## src/rtl/tt_sumtx_pkg.sv

```systemverilog
// Shared types and constants for the summing UART transmitter tile.
// Optional build macro: TT_SUMTX_PARITY_EN (adds an even-parity bit per frame).
package tt_sumtx_pkg;

  localparam int DATA_BITS = 8;

`ifdef TT_SUMTX_PARITY_EN
  localparam int FRAME_BITS = 11;
  typedef enum logic [2:0] {IDLE, START, DATA, PARITY, STOP} tx_state_e;
`else
  localparam int FRAME_BITS = 10;
  typedef enum logic [2:0] {IDLE, START, DATA, STOP} tx_state_e;
`endif

  // uio bit positions
  localparam int UIO_SEND = 0;
  localparam int UIO_CLR  = 1;
  localparam int UIO_TX   = 4;
  localparam int UIO_BUSY = 5;
  localparam int UIO_DONE = 6;
  localparam int UIO_OVR  = 7;

  localparam logic [7:0] UIO_OE_VAL = 8'hF0;

  // Status bits presented on the bidirectional pins.
  typedef struct packed {
    logic ovr;
    logic done;
    logic busy;
    logic tx;
  } tx_status_t;

  // Place status bits at their uio positions; unused low nibble stays 0.
  function automatic logic [7:0] pack_uio(tx_status_t s);
    logic [7:0] v;
    v           = '0;
    v[UIO_TX]   = s.tx;
    v[UIO_BUSY] = s.busy;
    v[UIO_DONE] = s.done;
    v[UIO_OVR]  = s.ovr;
    return v;
  endfunction

endpackage

```

## src/rtl/tt_sumtx_sync_edge.sv

```systemverilog
// Two-flop synchronizer plus a registered previous value for rise detection.
module tt_sumtx_sync_edge (
  input  logic clk,
  input  logic rst_n,
  input  logic d,
  output logic level,
  output logic rise
);

  // [0],[1]: metastability chain, [2]: previous synchronized value
  logic [2:0] sync_pipe;

  // Shift the raw input through the chain; synchronous clear on reset.
  always_ff @(posedge clk) begin
    if (!rst_n) sync_pipe <= '0;
    else        sync_pipe <= {sync_pipe[1:0], d};
  end

  assign level = sync_pipe[1];
  assign rise  = sync_pipe[1] & ~sync_pipe[2];

endmodule

```

## src/rtl/tt_um_johannakin1_sum_uart_tx.sv

```systemverilog
// TinyTapeout UART transmitter with a running modulo-256 sum of sent bytes.
// Optional build macro: TT_SUMTX_PARITY_EN (8E1 frames instead of 8N1).
module tt_um_johannakin1_sum_uart_tx
  import tt_sumtx_pkg::*;
#(
  parameter int CLKS_PER_BIT = 16
) (
  input  logic       clk,
  input  logic       rst_n,
  input  logic       ena,
  input  logic [7:0] ui_in,
  output logic [7:0] uo_out,
  input  logic [7:0] uio_in,
  output logic [7:0] uio_out,
  output logic [7:0] uio_oe
);

  localparam logic [11:0] BAUD_LAST = 12'(CLKS_PER_BIT - 1);
  localparam logic [2:0]  BIT_LAST  = 3'(DATA_BITS - 1);

  tx_state_e  state_q, state_d;
  logic [11:0] baud_cnt;
  logic [2:0]  bit_idx;
  logic [7:0]  data_q;
  logic [7:0]  sum_q;
  logic        done_q;
  logic        ovr_q;
  logic        capture, finish, bit_end, busy, tx;
  logic [1:0]  sync_lvl, sync_rise;
  logic        send_rise, clr_lvl;
  tx_status_t  status;

  // Lane 0 = send request, lane 1 = clear.
  tt_sumtx_sync_edge u_sync [1:0] (
    .clk   (clk),
    .rst_n (rst_n),
    .d     (uio_in[UIO_CLR:UIO_SEND]),
    .level (sync_lvl),
    .rise  (sync_rise)
  );

  assign send_rise = sync_rise[UIO_SEND];
  assign clr_lvl   = sync_lvl[UIO_CLR];
  assign bit_end   = (baud_cnt == BAUD_LAST);
  assign busy      = (state_q != IDLE);

  // State register.
  always_ff @(posedge clk) begin
    if (!rst_n) state_q <= IDLE;
    else        state_q <= state_d;
  end

  // Next state, capture/finish strobes and the serial line level.
  always_comb begin
    state_d = state_q;
    capture = 1'b0;
    finish  = 1'b0;
    tx      = 1'b1;
    case (state_q)
      IDLE: begin
        if (send_rise) begin
          state_d = START;
          capture = 1'b1;
        end
      end
      START: begin
        tx = 1'b0;
        if (bit_end) state_d = DATA;
      end
      DATA: begin
        tx = data_q[bit_idx];
        if (bit_end && (bit_idx == BIT_LAST)) begin
`ifdef TT_SUMTX_PARITY_EN
          state_d = PARITY;
`else
          state_d = STOP;
`endif
        end
      end
`ifdef TT_SUMTX_PARITY_EN
      PARITY: begin
        tx = ^data_q;
        if (bit_end) state_d = STOP;
      end
`endif
      STOP: begin
        tx = 1'b1;
        if (bit_end) begin
          state_d = IDLE;
          finish  = 1'b1;
        end
      end
      default: state_d = IDLE;
    endcase
  end

  // Baud counter: runs only while a frame is in flight, wraps every bit.
  always_ff @(posedge clk) begin
    if (!rst_n)                           baud_cnt <= '0;
    else if ((state_q == IDLE) || bit_end) baud_cnt <= '0;
    else                                  baud_cnt <= baud_cnt + 12'd1;
  end

  // Data byte capture and bit index, LSB first.
  always_ff @(posedge clk) begin
    if (!rst_n) begin
      data_q  <= '0;
      bit_idx <= '0;
    end else if (capture) begin
      data_q  <= ui_in;
      bit_idx <= '0;
    end else if ((state_q == DATA) && bit_end) begin
      bit_idx <= bit_idx + 3'd1;
    end
  end

  // Checksum, done pulse and sticky overrun; clear beats completion.
  always_ff @(posedge clk) begin
    if (!rst_n) begin
      sum_q  <= '0;
      done_q <= 1'b0;
      ovr_q  <= 1'b0;
    end else begin
      done_q <= finish;
      if (clr_lvl)     sum_q <= '0;
      else if (finish) sum_q <= sum_q + data_q;
      if (clr_lvl)                ovr_q <= 1'b0;
      else if (send_rise && busy) ovr_q <= 1'b1;
    end
  end

  assign status  = '{ovr: ovr_q, done: done_q, busy: busy, tx: tx};
  assign uo_out  = sum_q;
  assign uio_out = pack_uio(status);
  assign uio_oe  = UIO_OE_VAL;

  logic unused_ok;
  assign unused_ok = &{1'b0, ena, uio_in[7:2], sync_rise[UIO_CLR], sync_lvl[UIO_SEND]};

endmodule
```

## config.mk

```make
export PLATFORM = sky130hd
export DESIGN_NAME = tt_um_johannakin1_sum_uart_tx
export DESIGN_NICKNAME = d
export VERILOG_FILES = /design/src/rtl/tt_sumtx_pkg.sv /design/src/rtl/tt_sumtx_sync_edge.sv /design/src/rtl/tt_um_johannakin1_sum_uart_tx.sv
export SDC_FILE = /design/constraint.sdc
export NUM_CORES = 1
export LEC_CHECK = 0
export CAP_MARGIN = 15
export CORE_UTILIZATION = 55
export CTS_CLUSTER_SIZE = 28
export DETAILED_ROUTE_END_ITERATION = 12
export PLACE_DENSITY = 0.84
export SYNTH_ARGS = -nofsm -noshare
export SYNTH_HDL_FRONTEND = slang
export SYNTH_SLANG_ARGS = --single-unit
```

## constraint.sdc

```tcl
create_clock -name clk -period 2.82 [get_ports clk]
set_input_delay 0.705 -clock clk [delete_from_list [all_inputs] [get_ports clk]]
set_output_delay 0.705 -clock clk [all_outputs]
set_load 0.02 [all_outputs]
```

==> results of run 1 <==
final timing paths:
path / slack, ns / startpoint / endpoint
max: 0.23 / bit_idx[0] / uio_out[4]
min: 0.44 / u_sync[0].sync_pipe[0] / u_sync[0].sync_pipe[1]
max reg2reg: 0.63 / data_q[0] / uo_out[6]
min reg2reg: 0.44 / u_sync[0].sync_pipe[0] / u_sync[0].sync_pipe[1]
repair_timing:
action,4_1_cts,5_1_grt
hold buffers,0,0
setup buffers,0,0
endpoints found under the setup margin,1,0
gates resized for setup,1,0
state kept, by name (all words and copies together) (netlist names):
| name | cells |
|---|---|
| data_q | 8 |
| bit_idx | 3 |
| u_sync.sync_pipe | 5 |
| uo_out | 8 |
| state_q | 2 |
| ovr_q | 1 |
| baud_cnt | 12 |
| done_q | 1 |
critical path: cells and delay by family, from the launching register on:
family                 cells  cell delay [ns]
DFF                        1             0.43
muxes                      3             0.83
buffers and inverters      1             0.33
final cells by class:
| type | instances | area [um2] | area share |
|---|---|---|---|
| Clock buffer | 5 | 68.82 | 0.02837 |
| Tap cell | 48 | 60.06 | 0.02475 |
| Inverter | 9 | 33.78 | 0.01392 |
| Sequential cell | 40 | 800.8 | 0.3301 |
| Multi-Input combinational cell | 167 | 1219 | 0.5023 |
| Timing Repair Buffer | 25 | 244.0 | 0.1006 |
through the flow:
step / hold WS, ns / worst slack [ns]
global route: 0.4630 / 0.1488
detailed placement: 0.4276 / 0.3061
floorplan: 0.4119 / 0.7104
CTS: 0.4436 / 0.2185
finish: 0.4398 / 0.2306
global placement: 0.4126 / 0.3263
where the power goes:
part           switching [W]  internal, W  total (W)
Sequential         0.0000210     0.000590   0.000611
Combinational       0.000132    0.0000957   0.000228
Clock               0.000176     0.000159   0.000335
Total               0.000330     0.000845    0.00117
logic make-up (layout without fill, tap and decap cells):
kind of cell    Yosys count  count (layout)
flops                    40              40
other cells               2              12
compound gates           28              28
mux                      14              14
fa+ha+maj                15              15
xor+xnor                 13              13
buf+inv                  32              39
simple gates             85              85
cells in the final DEF, fill, tap and decap left out, types with 6 or more instances in the layout:
| master | n |
|---|---|
| inv_1 | 9 |
| nor2_1 | 17 |
| nand2_1 | 13 |
| mux2i_1 | 12 |
| ha_1 | 14 |
| nor2_2 | 11 |
| a21oi_1 | 10 |
| xnor2_1 | 9 |
| o21ai_0 | 6 |
| clkdlybuf4s50_1 | 22 |
| and3_1 | 6 |
| nor2b_1 | 10 |
| conb_1 | 12 |
| dfxtp_1 | 40 |
layer usage:
| layer | vias to the layer above | wire length, um |
|---|---|---|
| met5 | - | 0 |
| met4 | 0 | 35 |
| met3 | 6 | 112 |
| met2 | 20 | 1821 |
| met1 | 695 | 1645 |
| li1 | 778 | - |
==> results.sh, run 1 <==
export IMPL_grt_pass1_vias=1423
export IMPL_busiest_layer="met2"
export IMPL_cts_path_max_buffers=2
export IMPL_slowest_delay_ns=0.53
export IMPL_grtUsageMet1=0.2221
export IMPL_cp_required_ns=2.12
export IMPL_htree_levels=2
export IMPL_fin_nets=282
export IMPL_cts_tree="done"
export IMPL_io_buffers=23
export IMPL_die_h_um=65.06
export IMPL_syn2layout_area_growth_pct=10.93
export IMPL_drtAntennaViolNets=0
export IMPL_drc=0
export IMPL_ir_worst_vdd_uv=305.2
export IMPL_dominantRegCellSynth="dfxtp_1"
export IMPL_final_hold_viol_count=0
export IMPL_worstSetupStartpointType="flip-flop"
export IMPL_fin_setup_tns_ns=0
export IMPL_clk_pin_slew_worst_paths_ns=0.07
export IMPL_synth_cell_types=45
export IMPL_power_leakage_nw=0.9895
export IMPL_ys_ff_latch=40
export IMPL_powerDensity_nw_per_um2=484.0
export IMPL_grt_pass1_wl_mm=6.141
export IMPL_setup_violations=0
export IMPL_ioPinCount=43
export IMPL_grt_ovfl_total=0
export IMPL_use_met3=0.04225
export IMPL_cts_root_buffer="clkbuf_8"
export IMPL_drtIter0Drc=53
export IMPL_num_vias=1499
export IMPL_synth_compound_area_share=0.08810
export IMPL_synth_xor_area_share=0.05206
export IMPL_path_common_cell="mux2i_1"
export IMPL_rr_worst_depth=8
export IMPL_crit_path_top_delay_cell="mux4_2"
export IMPL_coreArea_um2=3744
export IMPL_clk_latency_ns=0.29
export IMPL_drv_cap=0
export IMPL_synth_largest_area_cell="dfxtp_1"
export IMPL_synth_top_family_by_area="simple AND/OR/NAND/NOR gates"
export IMPL_place_area_um2=2359
export IMPL_core_rowCount=22
export IMPL_grt_max_degree=20
export IMPL_ys_top_cells_by_count="dfxtp_1, nor2_1, buf_4, ha_1, nand2_1"
export IMPL_drive_above_1_share=0.1341
export IMPL_status="complete, no violations"
export IMPL_viasPerCell=5.099
export IMPL_synthTopCellsByArea="dfxtp_1, ha_1, mux2i_1"
export IMPL_fp_dieW_um=65.06
export IMPL_synthMostInstantiatedCell="dfxtp_1"
export IMPL_max_freq_mhz=386.2
export IMPL_firstDrtPassIters=4
export IMPL_numCtsBuffers=5
export IMPL_drt_wl_total_mm=3.614
export IMPL_synthArstFlopShare=0
export IMPL_synth_fa_ha_area_frac=0.08924
export IMPL_synth_warnings=0
export IMPL_worstPathCellList="mux4_2, mux2i_1, mux2i_1, dlygate4sd2_1"
export IMPL_yosysTopAreaCellShare=0.3661
export IMPL_synth_cell_area_um2=2187
export IMPL_path_class="flip-flop to output pin"
export IMPL_p_total_w=0.001174
export IMPL_cp_arrival_ns=1.88
export IMPL_avgSynthCellArea_um2=9.551
export IMPL_fillers=329
export IMPL_holdPathStages=1
export IMPL_initial_core_util=0.5842
export IMPL_cts_sinks=40
export IMPL_synth_edf_count=0
export IMPL_finalMaxSlewViolations=0
export IMPL_grt_use_total=0.1916
export IMPL_muxShareOfSynthArea=0.07551
export IMPL_place_inst=289
export IMPL_die_area_um2=4233
export IMPL_yosysSeqAreaShare=0.3661
export IMPL_hpwl_mm=2.697
export IMPL_clock_skew_ns=0.006609
export IMPL_final_cells=294
export IMPL_cp_max_fo=4
export IMPL_fin_area_um2=2426
export IMPL_period_share=0.9182
export IMPL_synth_cells=229
export IMPL_antenna_found_initial=0
export IMPL_insertedDiodeCount=0
export IMPL_met2_usage=0.3359
export IMPL_rsz0062_at_grt="no"
export IMPL_synth_simple_area_share=0.2317
export IMPL_fin_crit_ns=2.589
export IMPL_hp_class="flip-flop to flip-flop"
export IMPL_crit_path_end_kind="output pin"
export IMPL_drt_wirelength_per_cell_um=12.29
export IMPL_globalplace_congestion=0.8121
export IMPL_finish_utilization=0.6481
No activity file was read; power rests on OpenSTA's default activity.
==> inputs of run 2 (changes only) <==
--- a/config.mk
+++ b/config.mk
@@ -7,7 +7,7 @@
 export LEC_CHECK = 0
 export CAP_MARGIN = 15
 export CORE_UTILIZATION = 55
-export CTS_CLUSTER_SIZE = 28
+export CTS_CLUSTER_SIZE = 25
 export DETAILED_ROUTE_END_ITERATION = 12
 export PLACE_DENSITY = 0.84
 export SYNTH_ARGS = -nofsm -noshare
==> results of run 2 <==
Same layout as run 1: the final DEF is identical, and so are final timing and power.
==> inputs of run 3 (changes only) <==
--- a/config.mk
+++ b/config.mk
@@ -10,6 +10,7 @@
 export CTS_CLUSTER_SIZE = 25
 export DETAILED_ROUTE_END_ITERATION = 12
 export PLACE_DENSITY = 0.84
+export REMOVE_ABC_BUFFERS = 1
 export SYNTH_ARGS = -nofsm -noshare
 export SYNTH_HDL_FRONTEND = slang
 export SYNTH_SLANG_ARGS = --single-unit
==> results.sh, run 3 (synthesis results as in run 1) <==
export IMPL_status="complete, no violations"
export IMPL_hpwl_mm=2.741
export IMPL_setup_violations=0
export IMPL_fin_crit_ns=2.419
export IMPL_path_common_cell="inv_1"
export IMPL_finalMaxSlewViolations=0
export IMPL_period_share=0.8577
export IMPL_drive_above_1_share=0.1382
export IMPL_cp_arrival_ns=1.71
export IMPL_worstSetupStartpointType="flip-flop"
export IMPL_max_freq_mhz=413.4
export IMPL_critPathTopFamily="buffers and inverters"
export IMPL_grt_max_degree=14
export IMPL_final_hold_viol_count=0
export IMPL_ioPinCount=43
export IMPL_grt_use_total=0.1980
export IMPL_grt_ovfl_total=0
export IMPL_ir_worst_vdd_uv=378.7
export IMPL_initial_core_util=0.5842
export IMPL_htree_levels=2
export IMPL_insertedDiodeCount=0
export IMPL_regMostFlops="baud_cnt"
export IMPL_fp_dieW_um=65.06
export IMPL_grt_pass1_vias=1420
export IMPL_postCtsSetupBuffers=0
export IMPL_largest_reg_flops=12
export IMPL_drtAntennaViolNets=0
export IMPL_io_buffers=23
export IMPL_cts_root_buffer="clkbuf_8"
export IMPL_crit_path_top_delay_cell="clkdlybuf4s50_1"
export IMPL_fin_setup_tns_ns=0
export IMPL_drt_wl_total_mm=3.672
export IMPL_drv_cap=0
export IMPL_clk_pin_slew_worst_paths_ns=0.07
export IMPL_path_buf_inv=3
export IMPL_powerDensity_nw_per_um2=483.6
export IMPL_worstPathCellList="inv_1, ha_1, inv_1, clkdlybuf4s50_1"
export IMPL_firstDrtPassIters=4
export IMPL_cts_path_max_buffers=2
export IMPL_rsz0062_at_grt="no"
export IMPL_drt_wirelength_per_cell_um=12.49
export IMPL_hp_class="flip-flop to flip-flop"
export IMPL_mostFrequentLayoutCell="dfxtp_1"
export IMPL_viasPerCell=5.269
export IMPL_clk_latency_ns=0.29
export IMPL_clock_skew_ns=0.007809
export IMPL_die_h_um=65.06
export IMPL_coreArea_um2=3744
export IMPL_syn2layout_area_growth_pct=11.16
export IMPL_numCtsBuffers=5
export IMPL_dpl_worst_slack_ns=0.2962
export IMPL_antenna_found_initial=0
export IMPL_final_cell_mix="dfxtp_1, clkdlybuf4s50_1, nor2_1"
export IMPL_crit_path_end_kind="output pin"
export IMPL_path_class="flip-flop to output pin"
export IMPL_globalplace_congestion=0.7832
export IMPL_drc=0
export IMPL_cts_sinks=40
export IMPL_worst_slack_ns=0.4012
export IMPL_cp_required_ns=2.12
export IMPL_cts_hold_buf=0
export IMPL_grt_pass1_wl_mm=6.285
export IMPL_core_rowCount=22
export IMPL_cts_tree="done"
export IMPL_drtIter0Drc=91
export IMPL_power_leakage_nw=0.9937
export IMPL_fin_nets=282
export IMPL_die_area_um2=4233
export IMPL_cp_max_fo=5
export IMPL_num_vias=1549
export IMPL_slowest_delay_ns=0.60
-- run 3: layer usage --
layer | global-route usage | share of wire
met1 | 0.2459 | 0.48
met2 | 0.3190 | 0.44
met3 | 0.06338 | 0.058
met4 | 0.07337 | 0.019
met5 | 0 | 0
-- run 3: report_power, final --
| group | internal (W) | switching, W |
|---|---|---|
| Sequential | 0.000590 | 0.0000195 |
| Clock | 0.000159 | 0.000175 |
| Combinational | 0.0000994 | 0.000133 |
| Total | 0.000848 | 0.000327 |
-- run 3: final cells by class --
class | count | area, um2
Fill cell | 316 | 1313
Multi-Input combinational cell | 167 | 1219
Sequential cell | 40 | 802.0
Timing Repair Buffer | 25 | 247.7
Clock buffer | 5 | 68.82
Tap cell | 48 | 60.06
Inverter | 9 | 33.78
-- run 3: stage by stage --
| step | power, W | utilization | hold slack [ns] | cells | cell area (um2) |
|---|---|---|---|---|---|
| finish | 0.001176 | 0.6494 | 0.4338 | 294 | 2431 |
| global placement | 0.0008519 | 0.6300 | 0.4145 | 289 | 2359 |
| global route | 0.001240 | 0.6494 | 0.4598 | 294 | 2431 |
| detailed placement | 0.0008547 | 0.6300 | 0.4217 | 289 | 2359 |
| floorplan | 0.0007787 | - | 0.4118 | 216 | 2053 |
| CTS | 0.001191 | 0.6487 | 0.4383 | 294 | 2429 |
-- run 3: worst paths after layout --
check | startpoint | endpoint | slack, ns | cells past startpoint
max | state_q[0] | uio_out[5] | 0.40 | 4
min | u_sync[0].sync_pipe[0] | u_sync[0].sync_pipe[1] | 0.43 | 1
max reg2reg | uo_out[0] | uo_out[6] | 0.62 | 8
min reg2reg | u_sync[0].sync_pipe[0] | u_sync[0].sync_pipe[1] | 0.43 | 1
-- run 3: repair_timing --
item                                    4_1_cts  5_1_grt
gates cloned                                  0        0
pin swaps                                     0        0
resized for setup                             1        1
hold endpoints to repair                      0        0
endpoints found under the setup margin        1        1
-- run 3: worst register-to-register path, cell delays in order, from the launching register on --
cell and delay (ns):
dfxtp_1 0.36, ha_1 0.21, inv_1 0.06, fa_1 0.40, nand2b_1 0.19, a21oi_1 0.21, o21ai_0 0.17, a2111oi_2 0.38
a311o_1 0.15
